--- config.mk ---
export PLATFORM = sky130hd
export DESIGN_NAME = seg_scan_counter
export DESIGN_NICKNAME = d
export VERILOG_FILES = /design/src/rtl/seg_scan_counter.sv
export SDC_FILE = /design/constraint.sdc
export NUM_CORES = 1
export LEC_CHECK = 0
export BUFFER_PORTS_ARGS = -buffer_cell sky130_fd_sc_hd__buf_2
export CAP_MARGIN = 20
export CORE_MARGIN = 4
export CORE_UTILIZATION = 38
export DETAILED_ROUTE_END_ITERATION = 12
export PLACE_DENSITY = 0.53
export SYNTH_ARGS = -nofsm -noshare
export SYNTH_HDL_FRONTEND = slang
export SYNTH_SLANG_ARGS = --single-unit
export TNS_END_PERCENT = 30
--- constraint.sdc ---
create_clock -name clk_in -period 2.8 [get_ports clk_in]
set_clock_uncertainty 0.2 [all_clocks]
set_input_delay 0.42 -clock clk_in [delete_from_list [all_inputs] [get_ports clk_in]]
set_output_delay 0.42 -clock clk_in [all_outputs]
set_load 0.02 [all_outputs]
--- src/rtl/seg_scan_counter.sv ---
// Multiplexed seven-segment scanner with a ripple BCD/hex counter.
// Optional macro SEG_LEADING_ZERO_BLANK_EN blanks leading zero digits.
module seg_scan_counter #(
  parameter int DIGITS       = 4,
  parameter int REFRESH_DIV  = 12000,
  parameter int BLANK_CYCLES = 16,
  parameter int TICK_DIV     = 12000000,
  parameter int HEX_MODE     = 0,
  parameter int ACTIVE_LOW   = 1
) (
  input  logic                  clk_in,
  input  logic                  rst_n_in,
  input  logic                  en_in,
  input  logic                  clear_in,
  input  logic                  load_in,
  input  logic [4*DIGITS-1:0]   load_value,
  input  logic [DIGITS-1:0]     dp_in,
  output logic [DIGITS-1:0]     digit_select,
  output logic [7:0]            led_segments,
  output logic [4*DIGITS-1:0]   count_out,
  output logic                  overflow_out
);

  localparam int REF_W  = (REFRESH_DIV > 1) ? $clog2(REFRESH_DIV) : 1;
  localparam int TICK_W = (TICK_DIV > 1) ? $clog2(TICK_DIV) : 1;
  localparam int SCAN_W = (DIGITS > 1) ? $clog2(DIGITS) : 1;
  localparam logic [3:0] DIGIT_MAX = (HEX_MODE != 0) ? 4'd15 : 4'd9;
  localparam logic POL = (ACTIVE_LOW != 0);

  logic [4*DIGITS-1:0] value_q, value_d, inc_val;
  logic [TICK_W-1:0]   tick_q, tick_d;
  logic [REF_W-1:0]    ref_q, ref_d;
  logic [SCAN_W-1:0]   scan_q, scan_d;
  logic                ovf_q, ovf_d;
  logic                inc_carry;
  logic [DIGITS-1:0]   sel_q, sel_d;
  logic [7:0]          seg_q, seg_d;
  logic [DIGITS-1:0]   lz_blank;
  logic [3:0]          cur_nib;

  // Active-high {a..g} glyph; undefined digits in decimal mode stay dark.
  function automatic logic [6:0] glyph(input logic [3:0] n);
    logic [6:0] g;
    case (n)
      4'h0: g = 7'b1111110;  4'h1: g = 7'b0110000;
      4'h2: g = 7'b1101101;  4'h3: g = 7'b1111001;
      4'h4: g = 7'b0110011;  4'h5: g = 7'b1011011;
      4'h6: g = 7'b1011111;  4'h7: g = 7'b1110000;
      4'h8: g = 7'b1111111;  4'h9: g = 7'b1111011;
      4'hA: g = 7'b1110111;  4'hB: g = 7'b0011111;
      4'hC: g = 7'b1001110;  4'hD: g = 7'b0111101;
      4'hE: g = 7'b1001111;  default: g = 7'b1000111;
    endcase
    if ((HEX_MODE == 0) && (n > 4'd9)) g = 7'b0000000;
    return g;
  endfunction

  // Digits at or above the base limit (including loaded 10..15 in decimal) wrap with carry.
  always_comb begin
    logic carry;
    carry   = 1'b1;
    inc_val = value_q;
    for (int i = 0; i < DIGITS; i++) begin
      if (carry) begin
        if (value_q[4*i +: 4] >= DIGIT_MAX) begin
          inc_val[4*i +: 4] = 4'd0;
        end else begin
          inc_val[4*i +: 4] = value_q[4*i +: 4] + 4'd1;
          carry = 1'b0;
        end
      end
    end
    inc_carry = carry;
  end

  always_comb begin
    value_d = value_q;
    tick_d  = tick_q;
    ovf_d   = 1'b0;
    if (clear_in) begin
      value_d = '0;
      tick_d  = '0;
    end else if (load_in) begin
      value_d = load_value;
      tick_d  = '0;
    end else if (en_in) begin
      if (tick_q == TICK_W'(TICK_DIV - 1)) begin
        tick_d  = '0;
        value_d = inc_val;
        ovf_d   = inc_carry;
      end else begin
        tick_d = tick_q + 1'b1;
      end
    end
  end

  always_comb begin
    ref_d  = ref_q + 1'b1;
    scan_d = scan_q;
    if (ref_q == REF_W'(REFRESH_DIV - 1)) begin
      ref_d  = '0;
      scan_d = (scan_q == SCAN_W'(DIGITS - 1)) ? '0 : scan_q + 1'b1;
    end
  end

`ifdef SEG_LEADING_ZERO_BLANK_EN
  always_comb begin
    logic seen;
    seen     = 1'b0;
    lz_blank = '0;
    for (int i = DIGITS - 1; i > 0; i--) begin
      if (value_q[4*i +: 4] != 4'd0) seen = 1'b1;
      lz_blank[i] = !seen;
    end
  end
`else
  assign lz_blank = '0;
`endif

  assign cur_nib = value_q[4*int'(scan_q) +: 4];

  always_comb begin
    sel_d = '0;
    seg_d = '0;
    if (ref_q >= REF_W'(BLANK_CYCLES)) begin
      sel_d[scan_q] = 1'b1;
      seg_d = {(lz_blank[scan_q] ? 7'b0000000 : glyph(cur_nib)), dp_in[scan_q]};
    end
  end

  always_ff @(posedge clk_in or negedge rst_n_in) begin
    if (!rst_n_in) begin
      value_q <= '0;
      tick_q  <= '0;
      ovf_q   <= 1'b0;
      ref_q   <= '0;
      scan_q  <= '0;
      sel_q   <= {DIGITS{POL}};
      seg_q   <= {8{POL}};
    end else begin
      value_q <= value_d;
      tick_q  <= tick_d;
      ovf_q   <= ovf_d;
      ref_q   <= ref_d;
      scan_q  <= scan_d;
      sel_q   <= sel_d ^ {DIGITS{POL}};
      seg_q   <= seg_d ^ {8{POL}};
    end
  end

  assign digit_select = sel_q;
  assign led_segments = seg_q;
  assign count_out    = value_q;
  assign overflow_out = ovf_q;

endmodule

# Word-level counts from Yosys, hierarchy flattened
# Memory sizes are Yosys's and may differ from the RTL's.
# Index checks and enable logic that the tools add are counted.
# totals
mem_bits_ro	112
inputBits	25
regBits	69
word_cells	80
mem_count	1
# op_classes
reduce_logical	10
n_bitwise	2
n_shift	1
n_eq_ne	3
add_sub_neg	7
n_mux	38
order_cmp	8
# memory_table
memory	words	word_bits	rd	rd_clocked_by_memory_dff	wr	line_no	text
(no name shown)	16	7	1	0	0	44	case (n)
# ops
op	n
$mux 24	4
$mux 16	4
$mux 4	8
$add 24x1->24 const B	1
$eq 24x24->1 const B	1
$add 4x1->4 const B	4
$ge 4x4->1 const B	4
$shiftx 16x5->4	1
$reduce_bool 3->1	5
$add 14x1->14 const B	1
$eq 14x14->1 const B	1
$ge 14x5->1 const B	1
$mux 1	14
$mux 14	1
$mux 7	2
$reduce_and 3->1	3
$mux 8	1
$not 8->8	1
$bmux 1 s2	2
$gt 4x4->1 const B	1
$not 4->4	1
$lt 2x3->1 const B	1
$add 2x1->2 const B	1
$demux 1 s2	1
5 further kinds	5

# Depth between registers and ports, before layout
# depth
ltp_word	9
ltp_mapped	9

# Least setup slack after synthesis
# OpenSTA, ideal clock, no wires.
# synth_path
path_type	reg-to-reg
from	register value_q[0] (netlist: count_out[0])
to	register value_q[12] (netlist: count_out[12])
stages_incl_launch_ff	8
slack_ns	0.523
arrival_ns	1.949
required_ns	2.472
period_less_slack_ns	2.277
cell_sequence	dfrtp_1 > inv_1 > ha_1 > nor3b_1 > nor4_1 > nand4_1 > and2_1 > mux2_1
# synth_between
elab_chain_len	6
# synth_lines
element	line_no	text
start: declaration	30	logic [4*DIGITS-1:0] value_q, value_d, inc_val;
start signal: assignment	141	value_q <= value_d;
$ge 4x4->1	65	if (value_q[4*i +: 4] >= DIGIT_MAX) begin
$mux 1	65	
$mux 1 (2 in a row)	64	if (carry) begin
$reduce_bool 3->1 (no source line)	-	
$reduce_and 3->1 (no source line)	-	
# Every way passes these cells.
# A chain may end at the register's enable or synchronous reset.

# Worst setup path after layout
# Same ends and word-level chain as after synthesis.

==> results <==
- The flow ran to the end, and the final reports show no timing, DRC or antenna violations.
- The number of global-route vias before repair came to approximately 3200.
- The filler cells instantiated in the layout total between 1000 and 1500.
- The number of placed I/O pins is 54.
- Of all flip-flops after synthesis, the portion carrying an async set or reset was 100%.
- The tool flagged a number of max-cap violations equal to 0.
- The sum of negative setup slack is 0 ns.
- The share of the Yosys chip area taken by registers is between 40% and 50%.
- After detailed routing, the number of vias per cell comes to 5.37.
- The number of warnings issued by yosys is 0.
- The count of nets left with antenna violations once routing finished came out at 0.
- In this run the core area contains 37 standard-cell rows.
- The share of the core filled with cells is 45.3%.
- The number of setup violations in the final report is 0.
- The HPWL after detailed placement is 7220 um.
- The wire length after detailed routing is around 9700 um.
- For this block, the initial DRC count from the detailed router was 179.
- Data on the critical path arrives at its endpoint at 2.43 ns.
- The synthesis-to-layout area growth is 15.5%.
- The maximum vdd drop is between 0.0002 and 0.00025 V.
- On the worst path, the slowest cell contributes a delay of 0.43 ns.
- After global routing the overflow that remains totals 0.
- The H-tree depth reported by CTS is 3.
- In this run the power density over the cells is 476 nW/um^2.
- The layout cell share with drive strength beyond 1 is 21.7%.
- The post-route clock period utilization is 85.5%.
- TritonCTS built the clock tree.
- The clock period minus final worst setup slack is 2.39 ns.
- The number of instances in the synthesized netlist is 425.
- For this run, the top clock speed supported by timing is 418 MHz.
- Setup repair after global routing left no endpoint under its margin.
- The worst pin sits at a relative slew slack of 52.7%.
- Before CTS, the worst setup slack after placement is 0.420 ns.
- The die is 111 um tall.
- Summed over all cells, the static leakage comes to approximately 2.1 nW.
- STA classifies the critical path startpoint as a flip-flop.
- The final hold violation count is 0.
- For the worst-skew pair, the clock arrives at the later sink with an insertion delay of 0.35 ns.
- The critical setup path kind is reg2reg.
- The total number of nets in the final design is 533.
- The die covers about 12000 um^2.
- The total count of max-transition violations in the final report is 0.
- In the routed design, unresolved DRC markers number 0.
- The clock sink count is a little under 70.
- The synthesized netlist occupies a cell area of 4060 um^2.
- The final route contains roughly 3300 vias.
- The instance area at placement is 4510 um^2.
- The count of state elements after synthesis is 69.
- The number of library cell types mapped by synthesis is between 60 and 70.
- The critical path goes through inv_1 > ha_1 > nor3b_1 > nor4_1 > nand4_1 > and2_1 > mux2_1.
- The data required time at the worst endpoint is roughly 2.8 ns.
- The initial antenna violation count is 0.
- In the global route stage, overall resource usage came out at about 16%.
- The maximum number of buffers from clock root to sink is 2.
- The congestion estimate from routability-driven global placement came to between 0.8 and 0.9.
- Input and output buffers added on the ports amount to 53.
- Once the clock tree was built, the resizer swapped 0 gates to a different size.
- Once the floorplan was initialized, standard cells occupied between 30% and 40% of the core.
- The critical path endpoint category is a flip-flop.
- The number of buffers added by the clock tree synthesis step is 9.
- The die is 111 um wide.
- The slew at the pin closest to its max-slew limit is around 0.71 ns.
- The number of setup buffers added after CTS is 0.
- Counting flops with a built-in enable in the synthesized netlist gives 0.
- The number of nets in the synthesized netlist is 475.
- The largest net degree at the start of global routing is 45.
- The number of iterations in the first detailed-routing pass is 4.
- The most used flip-flop cell after synthesis is dfrtp_1.
- The cell sitting at the root of the clock tree is a clkbuf_8.
- The number of diodes added for antenna fixing is 0.
- After routing the design area is 4690 um^2.
- The CTS clock-pin slew for the worst setup and hold paths is 0.07 ns.
- After detailed routing, the average wire length per cell comes to 15.6 um.
- The overall power of the completed layout is around 2.2 mW.
- The area of the placeable core is 10400 um^2.
- The tightest min-delay check is of the in2reg type.
- After synthesis, the mean cell area works out to between 9 and 10 um^2.
- After layout, the worst setup slack is 0.406 ns.
- The largest fanout of any net on the critical path is 6.
- The slowest stage of the critical path is the dfrtp_1 cell.
- The first global-routing pass estimated 16300 um of wire.
==> synth_stat cells (3+ instances only) <==
cell | n | area [um^2]
nand2_1 | 43 | 161
o21ai_1 | 8 | 40.0
o22ai_1 | 4 | 25.0
nor3b_1 | 6 | 45.0
clkbuf_1 | 9 | 33.8
nand3_1 | 20 | 100
nor2_1 | 34 | 128
nand2b_1 | 3 | 18.8
and2_1 | 4 | 25.0
inv_1 | 26 | 97.6
a22o_1 | 3 | 26.3
or3_1 | 5 | 31.3
o211ai_1 | 4 | 30.0
nand4_1 | 14 | 87.6
ha_1 | 25 | 313
mux4_2 | 5 | 113
a31oi_1 | 11 | 68.8
buf_2 | 6 | 30.0
dfstp_2 | 12 | 315
xnor2_1 | 8 | 70.1
xor2_1 | 14 | 123
a22oi_1 | 5 | 37.5
nor2b_1 | 4 | 25.0
and4_1 | 3 | 26.3
a21oi_1 | 13 | 65.1
o21ai_0 | 15 | 75.1
nor3_1 | 13 | 65.1
nor4_1 | 5 | 31.3
dfrtp_1 | 57 | 1430
and3_1 | 6 | 37.5
==> power by group <==
group          switching, mW  total (mW)  internal (mW)
Sequential            0.0544        1.12           1.06
Clock                  0.391       0.731          0.340
Combinational          0.244       0.389          0.145
Total                  0.689        2.24           1.55
==> flip-flops by register name (all words and copies together), names as in the netlist <==
signal and cells:
count_out 16, overflow_out 1, ref_q 14, tick_q 24, scan_q 2, led_segments 8, digit_select 4
==> worst max-delay path: cells and delay by family (launching register included) <==
kind | cells | cell delay, ns
and+or+nand+nor | 4 | 1.04
muxes | 1 | 0.31
buffers and inverters | 1 | 0.10
DFF | 1 | 0.43
adders and majority gates | 1 | 0.20
==> final timing paths <==
path / cells after the start / endpoint / start / slack (ns)
setup / recovery: 7 / count_out[12] / count_out[0] / 0.41
hold / removal: 3 / count_out[6] / load_value[6] / 0.16
setup reg to reg: 7 / count_out[12] / count_out[0] / 0.41
hold reg to reg: 1 / ref_q[0] / ref_q[0] / 0.30
max in group asynchronous: 3 / digit_select[0] / rst_n_in / 1.25
min in group asynchronous: 2 / count_out[9] / rst_n_in / 0.44
==> timing repair <==
action | CTS | global route
hold endpoints to repair | 23 | 0
endpoints found under the setup margin | 0 | 0
hold buffers | 1 | 0
==> kinds of logic (layout without fill, tap and decap cells) <==
group           count (synthesis)  after routing  share of synthesized area (%)
compound gates                 82             82                           13.2
xor+xnor                       22             22                           4.74
buf+inv                        41            104                           3.97
simple gates                  174            174                           22.8
fa+ha+maj                      25             25                           7.70
mux                            12             12                           4.74
flops                          69             69                           42.9
==> cells in the final DEF (no fill, tap or decap), types with 5 or more instances in the layout <==
cell type / n
clkbuf_8: 10
mux4_2: 5
dfstp_2: 12
a22oi_1: 5
nand2_1: 43
o21ai_0: 15
buf_2: 53
a31oi_1: 11
xnor2_1: 8
o21ai_1: 8
and3_1: 6
buf_4: 7
nor3b_1: 6
nor2_1: 34
ha_1: 25
nor4_1: 5
or3_1: 5
dfrtp_1: 57
nand4_1: 14
inv_1: 26
a21oi_1: 13
nand3_1: 20
xor2_1: 14
nor3_1: 13
==> per-layer routing <==
layer | global-route usage, % | wire length [um]
met4 | 3.73 | 130
met3 | 4.29 | 429
met5 | 0 | 0
met1 | 22.7 | 4840
met2 | 24.6 | 4330
==> metrics by stage <==
| step | hold slack [ns] | std cells |
|---|---|---|
| final | 0.158 | 624 |
| after global routing | 0.143 | 624 |
| after CTS | 0.145 | 624 |
| after detailed placement | 0.281 | 607 |
| after global placement | 0.290 | 607 |
| after floorplan | -0.0756 | 425 |
==> cell type report <==
type | instances | area (um^2) | share of cell area (%)
inverters | 26 | 97.6 | 2.08
clock buffers | 10 | 138 | 2.93
flip-flops and latches | 69 | 1740 | 37.1
clock inverters | 6 | 38.8 | 0.826
well taps | 136 | 170 | 3.62
multi-input cells | 315 | 2160 | 46.0
repair buffers | 62 | 348 | 7.41
(Power assumes the default switching activity.)
